--- src/rtl/rst_seq_pkg.sv ---
// Shared types, parameter limits and counter sizing for the reset sequencer.
// Imported by rst_seq and sync_ff.
package rst_seq_pkg;

   typedef enum logic [1:0] {
      ST_OFF     = 2'd0,
      ST_HOLD    = 2'd1,
      ST_RELEASE = 2'd2,
      ST_RUN     = 2'd3
   } state_t;

   localparam int NUM_CH_MIN = 1;
   localparam int NUM_CH_MAX = 16;
   localparam int HOLD_MIN   = 1;
   localparam int HOLD_MAX   = 255;
   localparam int GAP_MIN    = 1;
   localparam int GAP_MAX    = 255;
   localparam int SYNC_MIN   = 2;
   localparam int SYNC_MAX   = 4;
   localparam int WDT_MIN    = 2;
   localparam int WDT_MAX    = 65535;

   // One spare bit above the largest count so no counter can ever wrap.
   function automatic int cnt_width(input int hold, input int gap, input int wdt);
      int m;
      m = hold;
      if (gap > m) m = gap;
      if (wdt > m) m = wdt;
      return $clog2(m) + 1;
   endfunction

endpackage

--- src/rtl/rst_seq_sync_ff.sv ---
// Multi-flop level synchroniser for an asynchronous input; DEPTH cycles of latency.
// Cleared to 0 by the synchronous reset.
module sync_ff
   import rst_seq_pkg::*;
#(
   parameter int DEPTH = 2
) (
   input  logic clk,
   input  logic rst,
   input  logic d,
   output logic q
);

   logic [DEPTH-1:0] sync_q;
   logic [DEPTH-1:0] sync_d;

   always_comb begin
      sync_d = {sync_q[DEPTH-2:0], d};
   end

   always_ff @(posedge clk) begin
      if (rst) begin
         sync_q <= '0;
      end else begin
         sync_q <= sync_d;
      end
   end

   assign q = sync_q[DEPTH-1];

endmodule

--- src/rtl/rst_seq.sv ---
// Power-on reset sequencer: hold all domains, then release them in index order.
// Optional watchdog compiled in with RST_SEQ_WDT_EN.
module rst_seq
   import rst_seq_pkg::*;
#(
   parameter int NUM_CH      = 4,
   parameter int HOLD        = 5,
   parameter int GAP         = 2,
   parameter int SYNC_STAGES = 2,
   parameter int WDT_CYCLES  = 1024
) (
   input  logic              clk,
   input  logic              rst,
   input  logic              pwrOn,
   input  logic              swRst,
`ifdef RST_SEQ_WDT_EN
   input  logic              wdtKick,
   output logic              wdtBite,
`endif
   output logic [NUM_CH-1:0] rstn,
   output logic              done
);

   localparam int CW = cnt_width(HOLD, GAP, WDT_CYCLES);
   localparam int IW = (NUM_CH > 1) ? $clog2(NUM_CH) : 1;
   localparam logic [CW-1:0] CNT_ONE   = CW'(1);
   localparam logic [CW-1:0] HOLD_FULL = CW'(HOLD);
   localparam logic [CW-1:0] HOLD_PWR  = CW'(HOLD - 1);
   localparam logic [CW-1:0] GAP_LOAD  = CW'(GAP);
   localparam logic [IW-1:0] IDX_LAST  = IW'(NUM_CH - 1);

   if (NUM_CH < NUM_CH_MIN || NUM_CH > NUM_CH_MAX) begin : g_bad_num_ch
      $error("rst_seq: NUM_CH out of range");
   end
   if (HOLD < HOLD_MIN || HOLD > HOLD_MAX) begin : g_bad_hold
      $error("rst_seq: HOLD out of range");
   end
   if (GAP < GAP_MIN || GAP > GAP_MAX) begin : g_bad_gap
      $error("rst_seq: GAP out of range");
   end
   if (SYNC_STAGES < SYNC_MIN || SYNC_STAGES > SYNC_MAX) begin : g_bad_sync
      $error("rst_seq: SYNC_STAGES out of range");
   end
   if (WDT_CYCLES < WDT_MIN || WDT_CYCLES > WDT_MAX) begin : g_bad_wdt
      $error("rst_seq: WDT_CYCLES out of range");
   end

   state_t            state_q, state_d;
   logic [CW-1:0]     cnt_q, cnt_d;
   logic [IW-1:0]     idx_q, idx_d;
   logic [NUM_CH-1:0] rstn_q, rstn_d;
   logic              done_q, done_d;
   logic              pwr_sync;
   logic              fire;
   logic              sw_req;

   sync_ff #(.DEPTH(SYNC_STAGES)) u_sync (
      .clk (clk),
      .rst (rst),
      .d   (pwrOn),
      .q   (pwr_sync)
   );

`ifdef RST_SEQ_WDT_EN
   localparam logic [CW-1:0] WDT_PRE = CW'(WDT_CYCLES - 2);
   localparam logic [CW-1:0] WDT_TOP = CW'(WDT_CYCLES - 1);

   logic [CW-1:0] wdt_q, wdt_d;
   logic          bite_q, bite_d;

   // A bite restarts the sequence exactly like a software reset.
   assign sw_req = (state_q == ST_RUN) && (swRst || bite_q);

   always_comb begin
      wdt_d  = '0;
      bite_d = 1'b0;
      if (pwr_sync && state_q == ST_RUN && !sw_req && !wdtKick) begin
         bite_d = (wdt_q == WDT_PRE);
         wdt_d  = (wdt_q == WDT_TOP) ? wdt_q : wdt_q + 1'b1;
      end
   end

   always_ff @(posedge clk) begin
      if (rst) begin
         wdt_q  <= '0;
         bite_q <= 1'b0;
      end else begin
         wdt_q  <= wdt_d;
         bite_q <= bite_d;
      end
   end

   assign wdtBite = bite_q;
`else
   assign sw_req = (state_q == ST_RUN) && swRst;
`endif

   always_ff @(posedge clk) begin
      if (rst) begin
         state_q <= ST_OFF;
         cnt_q   <= '0;
         idx_q   <= '0;
         rstn_q  <= '0;
         done_q  <= 1'b0;
      end else begin
         state_q <= state_d;
         cnt_q   <= cnt_d;
         idx_q   <= idx_d;
         rstn_q  <= rstn_d;
         done_q  <= done_d;
      end
   end

   always_comb begin
      state_d = state_q;
      cnt_d   = cnt_q;
      idx_d   = idx_q;
      fire    = 1'b0;
      if (!pwr_sync) begin
         state_d = ST_OFF;
         cnt_d   = '0;
         idx_d   = '0;
      end else begin
         case (state_q)
            // The edge that first sees power good already counts as a hold cycle.
            ST_OFF: begin
               idx_d = '0;
               if (HOLD <= 1) begin
                  fire = 1'b1;
               end else begin
                  state_d = ST_HOLD;
                  cnt_d   = HOLD_PWR;
               end
            end
            ST_HOLD, ST_RELEASE: begin
               if (cnt_q <= CNT_ONE) fire = 1'b1;
               else                  cnt_d = cnt_q - 1'b1;
            end
            ST_RUN: begin
               if (sw_req) begin
                  state_d = ST_HOLD;
                  cnt_d   = HOLD_FULL;
                  idx_d   = '0;
               end
            end
            default: state_d = ST_OFF;
         endcase
         if (fire) begin
            if (idx_q == IDX_LAST) begin
               state_d = ST_RUN;
               cnt_d   = '0;
            end else begin
               state_d = ST_RELEASE;
               cnt_d   = GAP_LOAD;
               idx_d   = idx_q + 1'b1;
            end
         end
      end
   end

   always_comb begin
      rstn_d = rstn_q;
      done_d = (state_d == ST_RUN);
      if (state_d == ST_OFF || state_d == ST_HOLD) begin
         rstn_d = '0;
      end else if (fire) begin
         rstn_d = rstn_q | (NUM_CH'(1) << idx_q);
      end
   end

   assign rstn = rstn_q;
   assign done = done_q;

endmodule

--- config.mk ---
export PLATFORM = sky130hd
export DESIGN_NAME = rst_seq
export DESIGN_NICKNAME = d
export VERILOG_FILES = /design/src/rtl/rst_seq_pkg.sv /design/src/rtl/rst_seq_sync_ff.sv /design/src/rtl/rst_seq.sv
export SDC_FILE = /design/constraint.sdc
export NUM_CORES = 1
export LEC_CHECK = 0
export ABC_AREA = 0
export ABC_CLOCK_PERIOD_IN_PS = 4130
export CAP_MARGIN = 20
export CELL_PAD_IN_SITES_DETAIL_PLACEMENT = 1
export CELL_PAD_IN_SITES_GLOBAL_PLACEMENT = 2
export CORE_MARGIN = 2
export CORE_UTILIZATION = 37
export CTS_BUF_LIST = sky130_fd_sc_hd__clkbuf_16
export DETAILED_ROUTE_END_ITERATION = 12
export GPL_TIMING_DRIVEN = 0
export HOLD_SLACK_MARGIN = 0.02
export PLACE_DENSITY = 0.85
export SYNTH_ARGS = -nofsm -noshare
export SYNTH_HDL_FRONTEND = slang
export SYNTH_SLANG_ARGS = --single-unit
--- constraint.sdc ---
create_clock -name clk -period 4.13 [get_ports clk]
set_input_delay 0.826 -clock clk [delete_from_list [all_inputs] [get_ports clk]]
set_output_delay 0.826 -clock clk [all_outputs]
set_load 0.01 [all_outputs]
==> results.sh <==
export IMPL_cts_setup_buffers=0
export IMPL_synth_fa_ha_area_share_pct=9.21
export IMPL_yosysSeqAreaShare_pct=36.0
export IMPL_wl_met3_um=42
export IMPL_area_delta_synth_final_pct=17.2
export IMPL_slew_headroom_pct=67.9
export IMPL_initialDrtViolationCount=29
export IMPL_rows=20
export IMPL_ys_warnings_count=0
export IMPL_setup_violations_final=0
export IMPL_vdd_drop_max_uv=149
export IMPL_period_minus_slack_ps=2300
export IMPL_fmax_mhz=435
export IMPL_clock_sinks=22
export IMPL_synth_area_per_cell_um2=8.67
export IMPL_drcViolationCount=0
export IMPL_numPortBuffers=8
export IMPL_synth_area_um2=1220
export IMPL_switching_share_pct=20.4
export IMPL_routed_wl_mm=3.04
export IMPL_htreeDepth=1
export IMPL_cp_start_kind="input pin"
export IMPL_dieArea_um2=3780
export IMPL_crit_family="buffers and inverters"
export IMPL_finalSetupTns_ps=0
export IMPL_worst_setup_path_end_kind="flip-flop"
export IMPL_core_area_um2=3100
export IMPL_post_drt_wl_per_cell_um=15.5
export IMPL_instances_no_fill=196
export IMPL_ant_nets=0
export IMPL_synth_top_family_by_area="compound AO/OA/AOI/OAI gates"
export IMPL_holdPathStages=1
export IMPL_grt_ovfl_total=0
export IMPL_syn_num_nets=154
export IMPL_regToRegSetupSlack_ps=1920
export IMPL_finalHoldViolations=0
export IMPL_cts_tree="built"
export IMPL_period_share_pct=55.7
export IMPL_fill_cells=384
export IMPL_critPathKind="input pin to flip-flop"
export IMPL_finalNetCount=167
export IMPL_grt_pass1_vias=1083
export IMPL_grt_total_usage_pct=18.3
export IMPL_synthXorXnorAreaFrac_pct=0
export IMPL_die_h_um=61.5
export IMPL_numCtsBuffers=3
export IMPL_ctsResizeCount=0
export IMPL_clk_path_buf_depth=2
export IMPL_status="finished clean"
export IMPL_clk_latency_ps=260
export IMPL_io_pins=9
export IMPL_place_inst=193
export IMPL_synth_seq_cells=22
export IMPL_rsz0062_at_grt="no"
export IMPL_cts_root_buf="clkbuf_16"
export IMPL_rr_startpoint="state_q[1]"
export IMPL_path_cells="clkdlybuf4s50_1, nor2b_1, clkbuf_1, o221ai_1, a21oi_1"
export IMPL_comb_power_share_pct=4.1
export IMPL_crit_arrival_ps=2480
export IMPL_whs_ps=443
export IMPL_dr_max_layer_used="met4"
export IMPL_die_w_um=61.5
export IMPL_wl_met2_mm=1.54
export IMPL_power_leakage_nw=0.480
export IMPL_critPathMaxFanout=10
export IMPL_r2r_cells=7
export IMPL_ys_types=35
export IMPL_tightest_slew_ps=478
export IMPL_p_int_w=0.000350
export IMPL_grt_pass1_wl_mm=5.04
export IMPL_synth_simple_area_share_pct=21.8
export IMPL_dr_pass1_iters=4
export IMPL_wl_met1_mm=1.41
export IMPL_crit_required_ps=4320
export IMPL_slowest_stage="clkdlybuf4s50_1"
export IMPL_clock_skew_ps=3.96
export IMPL_slowest_delay_ps=450
export IMPL_worstReg2RegEnd="cnt_q[2]"
export IMPL_muxShareOfSynthArea_pct=1.74
export IMPL_grt_max_degree=12
export IMPL_hold_class="flip-flop to flip-flop"
export IMPL_num_vias=1087
export IMPL_hold_start="u_sync.sync_q[0]"
export IMPL_switchingPower_w=0.0000900
export IMPL_place_hpwl_mm=2.16
export IMPL_hold_buffers=0
export IMPL_antennaDiodeCount=0
export IMPL_start_util_pct=39.4
export IMPL_path_clk_slew_ps=60
export IMPL_cap_violations=0
export IMPL_synth_compound_area_share_pct=25.4
export IMPL_p_per_area_nw_per_um2=307
export IMPL_antenna_found_initial=0
export IMPL_globalplace_congestion=0.757
export IMPL_vias_per_cell=5.55
export IMPL_pwr_share_clk_pct=47.0
export IMPL_hold_end="u_sync.sync_q[1]"
export IMPL_finalMaxSlewViolations=0
export IMPL_drive_above_1_share_pct=9.87
export IMPL_crit_buf_inv=2
export IMPL_syn_inst=141
export IMPL_power_frac_seq_pct=48.9
[final cells by class]
class                      count  area (um^2)  area share, %
multi-input combinational    101          711           49.6
sequential                    22          440           30.7
clock buffer                   3         75.1           5.24
timing repair buffer           8         80.1           5.59
inverter                      12         45.0           3.14
tap                           44         55.1           3.84
buffer                         6         26.3           1.83
[how the worst max path moves through the flow]
stage,startpoint,end,slack [ps],depth (start not counted)
6_report,swRst,idx_q[1],1830,5
3_3_place_gp,swRst,idx_q[1],1620,5
4_1_cts,swRst,idx_q[1],1810,5
3_5_place_dp,swRst,idx_q[0],1570,5
2_1_floorplan,state_q[1],cnt_q[2],2350,7
5_1_grt,swRst,idx_q[1],1630,5
[kinds of logic (layout without fill, tap and decap cells)]
group,Yosys count,count (layout)
compound gates,42,42
mux,2,2
flops,22,22
buf+inv,18,29
fa+ha+maj,9,9
simple gates,48,48
[power by group through the flow]
stage	Clock [W]	Combinational [W]	Sequential (W)
6_report	0.000207	0.0000179	0.000215
5_1_grt	0.000215	0.0000199	0.000215
4_1_cts	0.000212	0.0000181	0.000215
3_5_place_dp	0	0.0000178	0.000220
3_3_place_gp	0	0.0000171	0.000220
2_1_floorplan	0	0.0000116	0.000220
[flip-flops by register name, summed over array words and instances, names as in the netlist]
register / count
cnt_q: 11
rstn: 4
idx_q: 2
state_q: 2
u_sync.sync_q: 2
done: 1
[through the flow]
step	setup WS [ps]	util, %	area [um^2]	power, W
after global routing	1630	46.2	1430	0.000451
after floorplan	2350	-	1220	0.000231
final	1830	46.2	1430	0.000440
after global placement	1620	43.8	1360	0.000237
after CTS	1810	46.2	1430	0.000445
after detailed placement	1570	43.8	1360	0.000238
[cells in the final DEF, fill, tap and decap left out, types with 2 or more instances in the layout]
master,netlist,routed
a2111oi_2,4,4
a21o_1,2,2
a21oi_1,12,12
a31oi_1,10,10
and4_1,2,2
buf_2,3,3
clkbuf_1,3,3
clkbuf_16,0,3
clkdlybuf4s50_1,0,8
dfxtp_1,22,22
ha_1,9,9
inv_1,12,12
nand2b_1,4,4
nand3_1,3,3
nand4_1,3,3
nor2_1,19,19
nor2b_1,4,4
nor3_1,6,6
o21ai_0,4,4
o221ai_1,2,2
[synth_stat cells]
cell        n  share of area, %
a41oi_1     1              0.72
nor2_1     19               5.8
buf_2       3               1.2
o211ai_1    1              0.61
and4_1      2               1.4
clkbuf_1    3              0.92
inv_1      12               3.7
nor2b_1     4               2.0
ha_1        9               9.2
nor3_1      6               2.5
o21ai_0     4               1.6
nand4_1     3               1.5
nor4_2      1               1.0
a21o_1      2               1.2
o2bb2ai_1   1              0.72
o221ai_1    2               1.4
o21bai_1    1              0.61
a2bb2oi_1   1              0.72
a31oi_1    10               5.1
a221oi_2    1               1.2
nand2_1     1              0.31
mux2i_1     1              0.82
or3_1       1              0.51
mux2_2      1              0.92
dfxtp_1    22                36
and3_1      1              0.51
and2_1      1              0.51
nor4_4      1               1.7
a21boi_2    1              0.92
nand3_1     3               1.2
a21oi_1    12               4.9
nor3b_1     1              0.61
nand2b_1    4               2.0
a2111oi_2   4               4.9
a211oi_1    1              0.61
[per-layer routing]
layer,vias to the layer above,GRT usage (%)
met2,10,33.4
met1,533,21.3
li1,539,-
met5,-,0
met3,5,2.52
met4,0,7.29
[worst register-to-register path, delay by kind of cell, from the launching register on]
kind / cells / cell delay, ps
buf+inv: 2 / 370
flops: 1 / 370
fa+ha+maj: 1 / 420
simple gates: 4 / 940
Power figures use the tool's default switching activity.
